[config.mk]
export PLATFORM = sky130hd
export DESIGN_NAME = multicycle_ctrl
export DESIGN_NICKNAME = d
export VERILOG_FILES = /design/src/rtl/multicycle_ctrl.sv
export SDC_FILE = /design/constraint.sdc
export NUM_CORES = 1
export LEC_CHECK = 0
export CAP_MARGIN = 20
export CORE_MARGIN = 8
export CORE_UTILIZATION = 51
export CTS_CLUSTER_DIAMETER = 30
export DETAILED_ROUTE_END_ITERATION = 12
export PLACE_DENSITY = 0.87
export SLEW_MARGIN = 0
export SYNTH_ARGS = -nofsm -noshare
export SYNTH_HDL_FRONTEND = slang
export SYNTH_SLANG_ARGS = --single-unit
[constraint.sdc]
create_clock -name clk -period 6.57 [get_ports clk]
set_input_delay 0.9855 -clock clk [delete_from_list [all_inputs] [get_ports clk]]
set_output_delay 0.9855 -clock clk [all_outputs]
set_load 0.005 [all_outputs]
[src/rtl/multicycle_ctrl.sv]
// Multicycle control unit for the RV32I single-issue datapath.
// Sequences each instruction through IF/ID/EX/MEM/WB, drives the datapath
// and data-memory control strobes, counts retired instructions and flags
// illegal opcodes and data-memory timeouts.
module multicycle_ctrl #(
  parameter int WAIT_LIMIT = 16
) (
  input  logic        clk,
  input  logic        rst,
  input  logic [31:0] instr,
  input  logic        Zero,
  input  logic        dmem_ready,
  output logic        loadPC,
  output logic        PCSrc,
  output logic        ALUSrc,
  output logic [3:0]  ALUCtrl,
  output logic        RegWrite,
  output logic        MemToReg,
  output logic        MemRead,
  output logic        MemWrite,
  output logic        illegal,
  output logic        mem_timeout,
  output logic [31:0] instret,
  output logic [2:0]  state
);

  localparam logic [2:0] S_IF  = 3'd0;
  localparam logic [2:0] S_ID  = 3'd1;
  localparam logic [2:0] S_EX  = 3'd2;
  localparam logic [2:0] S_MEM = 3'd3;
  localparam logic [2:0] S_WB  = 3'd4;

  localparam logic [3:0] ALU_AND = 4'b0000;
  localparam logic [3:0] ALU_OR  = 4'b0001;
  localparam logic [3:0] ALU_ADD = 4'b0010;
  localparam logic [3:0] ALU_SUB = 4'b0110;
  localparam logic [3:0] ALU_SLT = 4'b0111;
  localparam logic [3:0] ALU_SRL = 4'b1000;
  localparam logic [3:0] ALU_SLL = 4'b1001;
  localparam logic [3:0] ALU_SRA = 4'b1010;
  localparam logic [3:0] ALU_XOR = 4'b1101;

  // Instruction classes
  localparam logic [2:0] K_R   = 3'd0;
  localparam logic [2:0] K_I   = 3'd1;
  localparam logic [2:0] K_LW  = 3'd2;
  localparam logic [2:0] K_SW  = 3'd3;
  localparam logic [2:0] K_BEQ = 3'd4;
  localparam logic [2:0] K_ILL = 3'd5;

  // The wait counter only has to reach WAIT_LIMIT-1: the cycle after that is the timeout.
  localparam int WCW = (WAIT_LIMIT < 2) ? 1 : $clog2(WAIT_LIMIT);
  localparam logic [WCW-1:0] WAIT_LAST = WCW'(WAIT_LIMIT - 1);

  // Classify an instruction word; anything not explicitly supported is illegal.
  function automatic logic [2:0] decode_kind(input logic [31:0] iw);
    logic [6:0] op;
    logic [6:0] f7;
    logic [2:0] f3;
    logic [2:0] kind;
    op   = iw[6:0];
    f3   = iw[14:12];
    f7   = iw[31:25];
    kind = K_ILL;
    case (op)
      7'b0110011: begin
        if ((f7 == 7'b0000000 && f3 != 3'b011) ||
            (f7 == 7'b0100000 && (f3 == 3'b000 || f3 == 3'b101)))
          kind = K_R;
        else
          kind = K_ILL;
      end
      7'b0010011: begin
        case (f3)
          3'b011:  kind = K_ILL;
          3'b001:  kind = (f7 == 7'b0000000) ? K_I : K_ILL;
          3'b101:  kind = (f7 == 7'b0000000 || f7 == 7'b0100000) ? K_I : K_ILL;
          default: kind = K_I;
        endcase
      end
      7'b0000011: kind = (f3 == 3'b010) ? K_LW : K_ILL;
      7'b0100011: kind = (f3 == 3'b010) ? K_SW : K_ILL;
      7'b1100011: kind = (f3 == 3'b000) ? K_BEQ : K_ILL;
      default:    kind = K_ILL;
    endcase
    return kind;
  endfunction

  // ALU operation for an ALU-class funct3; alt selects SUB/SRA.
  function automatic logic [3:0] alu_op(input logic [2:0] f3, input logic alt);
    logic [3:0] op;
    case (f3)
      3'b000:  op = alt ? ALU_SUB : ALU_ADD;
      3'b001:  op = ALU_SLL;
      3'b010:  op = ALU_SLT;
      3'b100:  op = ALU_XOR;
      3'b101:  op = alt ? ALU_SRA : ALU_SRL;
      3'b110:  op = ALU_OR;
      3'b111:  op = ALU_AND;
      default: op = ALU_ADD;
    endcase
    return op;
  endfunction

  logic [2:0]     state_r;
  logic [2:0]     next_s;
  logic [WCW-1:0] wait_r;
  logic           timeout_r;
  logic [31:0]    instret_r;
  logic [2:0]     kind_s;
  logic [3:0]     alu_s;
  logic           src_s;
  logic           mem_hit_s;
  logic           retire_s;

  // Decode the instruction into its class and the ALU controls used from EX onward.
  always_comb begin
    kind_s = decode_kind(instr);
    case (kind_s)
      K_R:     begin alu_s = alu_op(instr[14:12], instr[30]); src_s = 1'b0; end
      K_I:     begin alu_s = alu_op(instr[14:12], instr[30] && (instr[14:12] == 3'b101)); src_s = 1'b1; end
      K_LW:    begin alu_s = ALU_ADD; src_s = 1'b1; end
      K_SW:    begin alu_s = ALU_ADD; src_s = 1'b1; end
      K_BEQ:   begin alu_s = ALU_SUB; src_s = 1'b0; end
      default: begin alu_s = ALU_AND; src_s = 1'b0; end
    endcase
  end

  assign mem_hit_s = (state_r == S_MEM) && !dmem_ready && (wait_r == WAIT_LAST);
  assign retire_s  = ((state_r == S_EX) && (kind_s == K_BEQ)) ||
                     ((state_r == S_MEM) && (kind_s == K_SW) && dmem_ready) ||
                     (state_r == S_WB);

  // State register.
  always_ff @(posedge clk) begin
    if (rst) state_r <= S_IF;
    else     state_r <= next_s;
  end

  // Next-state logic.
  always_comb begin
    next_s = S_IF;
    case (state_r)
      S_IF: next_s = S_ID;
      S_ID: next_s = S_EX;
      S_EX: begin
        case (kind_s)
          K_R, K_I:   next_s = S_WB;
          K_LW, K_SW: next_s = S_MEM;
          default:    next_s = S_IF;
        endcase
      end
      S_MEM: begin
        if (dmem_ready)
          next_s = (kind_s == K_LW) ? S_WB : S_IF;
        else if (wait_r == WAIT_LAST)
          next_s = S_IF;
        else
          next_s = S_MEM;
      end
      S_WB:    next_s = S_IF;
      default: next_s = S_IF;
    endcase
  end

  // Wait counter, sticky timeout flag and retired-instruction counter.
  always_ff @(posedge clk) begin
    if (rst) begin
      wait_r    <= '0;
      timeout_r <= 1'b0;
      instret_r <= 32'd0;
    end else begin
      if ((state_r == S_MEM) && !dmem_ready && (wait_r != WAIT_LAST))
        wait_r <= wait_r + WCW'(1);
      else
        wait_r <= '0;
      timeout_r <= timeout_r | mem_hit_s;
      if (retire_s) instret_r <= instret_r + 32'd1;
      else          instret_r <= instret_r;
    end
  end

  // Output decode; reset forces every output low.
  always_comb begin
    loadPC      = 1'b0;
    PCSrc       = 1'b0;
    ALUSrc      = 1'b0;
    ALUCtrl     = 4'b0000;
    RegWrite    = 1'b0;
    MemToReg    = 1'b0;
    MemRead     = 1'b0;
    MemWrite    = 1'b0;
    illegal     = 1'b0;
    mem_timeout = 1'b0;
    instret     = 32'd0;
    state       = 3'd0;
    if (rst) begin
      loadPC = 1'b0;
    end else begin
      mem_timeout = timeout_r;
      instret     = instret_r;
      state       = state_r;
      case (state_r)
        S_EX: begin
          ALUSrc  = src_s;
          ALUCtrl = alu_s;
          case (kind_s)
            K_BEQ: begin loadPC = 1'b1; PCSrc = Zero; end
            K_ILL: begin loadPC = 1'b1; illegal = 1'b1; end
            default: loadPC = 1'b0;
          endcase
        end
        S_MEM: begin
          ALUSrc  = 1'b1;
          ALUCtrl = ALU_ADD;
          if (mem_hit_s) begin
            loadPC = 1'b1;
          end else begin
            MemRead  = (kind_s == K_LW);
            MemWrite = (kind_s == K_SW);
            loadPC   = dmem_ready && (kind_s != K_LW);
          end
        end
        S_WB: begin
          ALUSrc   = src_s;
          ALUCtrl  = alu_s;
          RegWrite = 1'b1;
          loadPC   = 1'b1;
          MemToReg = (kind_s == K_LW);
          MemRead  = (kind_s == K_LW);
        end
        default: loadPC = 1'b0;
      endcase
    end
  end

endmodule
==> reports/summary.md <==
* count of antenna diodes in the layout: 0
* internal power: 342 uW
* overall power consumption: 455 uW
* Max FO, Critical Path: 10
* ys flop type: dfxtp_1
* number of levels the H-tree was split into: 2
* layout-stage area growth over the synthesis result: 28.4%
* Max Root-Sink Buffers: 2
* number of placed instances, taps included: 468
* router iterations before antenna repair: 4
* drt via density: 5.71
* placement row count: 26
* total length of routed wires: 6770 um
* TritonCTS clock tree: done
* maximum number of pins on one net before global-route repair: 46
* final weighted congestion in routability-driven placement: 0.901
* dpl hpwl: 5130 um
* ratio of final minimum period to clock period: 0.731
* final instance count without filler cells: 476
* global-route wire length before repair: 11500 um
* Die Ht: 88.2 um
* combined area of all synthesized cells: 2660 um^2
* clock sink count: 40
* EDFF count, synth: 0
* final routed DRC violation total: 0
* cell count after synthesis: 349
* largest area contributor in the synthesized netlist: dfxtp_1
* TritonCTS buffer count: 5
* category of the most critical setup path: input pin to output port
* final sum of negative setup slack: 0 ps
* clock transition time at the flip-flop clock pins of the worst setup and hold paths: 80 ps
* startpoint type of the worst setup path: input pin
* setup repair after global routing missed its margin: false
* outcome: finished clean
* share of post-route cells with drive strength above 1: 0.0616
* First DRT Iteration DRCs: 159
* Worst Clk Skew: 13.0 ps
* min Tclk post-route: 4810 ps
* reported max-cap violation count: 0
* relative contribution of sequential cells to total power: 0.542
* count of boundary I/O pins: 84
* Filler Cell Count: 463
* timing-limited maximum frequency: 0.208 GHz
* total die area: 7780 um^2
* Core ar.: 5070 um^2
* largest cells by area after synthesis: dfxtp_1 30%, nor2b_1 8.5%, nor2_1 5.6%
* clock power share: 0.355
* transition time at the pin with the least slew margin: 726 ps
* width of the chip: 88.2 um
* switching power summed over all nets: 113 uW
* clock latency on the worst-skew pair: 290 ps
* Critical Path RT: 5580 ps
* Avg Synthesized Cell Area: 7.61 um^2
* sequential area share after synthesis: 0.301
* overflow left after global routing: 0
* commonest cells in the netlist: 40 x dfxtp_1, 40 x nor2_1, 36 x nor2b_1
* starting density of the core: 0.524
* remaining antenna violation count: 0
* Max transition margin: 0.514
* synthesized net count: 387
* post-CTS setup-driven buffer insertion count: 0
* register bit total from synthesis: 40
* arrival time of data at the critical path endpoint: 3820 ps
* switching part of the total power: 0.249
* Post-CTS Hold Buffers: 0
* max-slew violation total from the final report: 0
* Total Routing Usage GR: 0.179
* YS warnings: 0
* number of port buffers: 68
* Vias: 2719
* pwr/cell area: 133 nW/um^2
* highest ir drop seen on vdd: 0.0000911 V
* hold violation count in the final report: 0
* share of total power in combinational logic: 0.103
* post-cts resize count: 0
* antenna violations before repair: 0
* portion of synthesized cell area occupied by the leading cell type: 0.301
* final net count: 443
* FFs w/ async S/R, synth: 0
* distinct cell type count after synthesis: 54
* Tightest Hold Check Type: flop to flop
* crit end category: output port
* Clk Tree Root Cell: clkbuf_8
* count of final setup violators: 0
* static leakage power: 0.00118 uW
* number of global-route vias before repair: 2667
* post-DR wirelength/cell: 14.2 um
[sequential cells by signal, indices dropped and copies added (netlist names)]
name and flops:
wait_r 4, state_r 3, timeout_r 1, instret_r 32
[logic make-up (layout without fill, tap and decap cells)]
group                      Yosys count  after routing  synth area share
adders and majority gates            2              2           0.00941
xor gates and xnor gates             4              4            0.0132
muxes                               12             12            0.0570
and+or+nand+nor                    197            197             0.408
buffers and inverters               32             89            0.0565
AOI/OAI and AO/OA                   62             62             0.154
DFF                                 40             40             0.301
[layout make-up]
cell class	count	area, um^2	share of cell area
Multi-Input combinational cell	277	1710	0.500
Inverter	11	41.3	0.0121
Clock inverter	1	8.76	0.00257
Clock buffer	7	76.3	0.0224
Sequential cell	40	801	0.235
Tap cell	70	87.6	0.0257
Timing Repair Buffer	70	691	0.202
[critical path: stages]
cell	delay, ps
clkdlybuf4s50_1	560
o21bai_1	340
o21ai_1	90
a221oi_1	530
nand2_1	280
nand2_1	110
o21ai_1	60
a221oi_1	280
clkdlybuf4s50_1	570
[cells in the final DEF (no fill, tap or decap), drive strengths merged, types with 3 or more instances in the layout]
cell	count
nor3	11
nor4	6
and4	3
nand2b	4
o31ai	6
clkdlybuf4s50	67
o21ai	26
a21oi	13
or2	4
or3	3
and2	3
nor2b	36
dfxtp	40
inv	11
nor2	40
and3	3
nand2	33
clkbuf	7
nand3	15
or4	20
mux2	10
nand4	10
buf	3
[per-stage QoR]
stage / util / setup WS, ps / cell area, um^2 / hold slack (ps)
5_1_grt: 0.672 / 1480 / 3410 / 465
6_report: 0.672 / 1760 / 3410 / 451
2_1_floorplan: - / 3020 / 2660 / 418
3_5_place_dp: 0.656 / 1780 / 3330 / 438
4_1_cts: 0.672 / 1770 / 3410 / 452
3_3_place_gp: 0.656 / 1800 / 3330 / 428
[final timing paths]
kind                 from       endpoint  slack, ps  cells past startpoint
min reg2reg     wait_r[0]      wait_r[0]        450                      1
max reg2reg  instret_r[3]  instret_r[31]       3950                      7
min             wait_r[0]      wait_r[0]        450                      1
max             instr[13]     ALUCtrl[1]       1760                      9
[power groups by stage]
stage	logic (uW)	registers, uW	clock network [uW]
3_5_place_dp	46.6	252	0
2_1_floorplan	28.9	250	0
6_report	46.9	247	162
5_1_grt	51.9	247	174
4_1_cts	46.8	246	165
3_3_place_gp	45.9	252	0
[layer usage]
| metal | wire length, um | GRT usage |
|---|---|---|
| met5 | 0 | 0 |
| met4 | 45 | 0.0568 |
| met3 | 462 | 0.0535 |
| met2 | 3390 | 0.314 |
| met1 | 2880 | 0.200 |
Power figures use the tool's default switching activity.
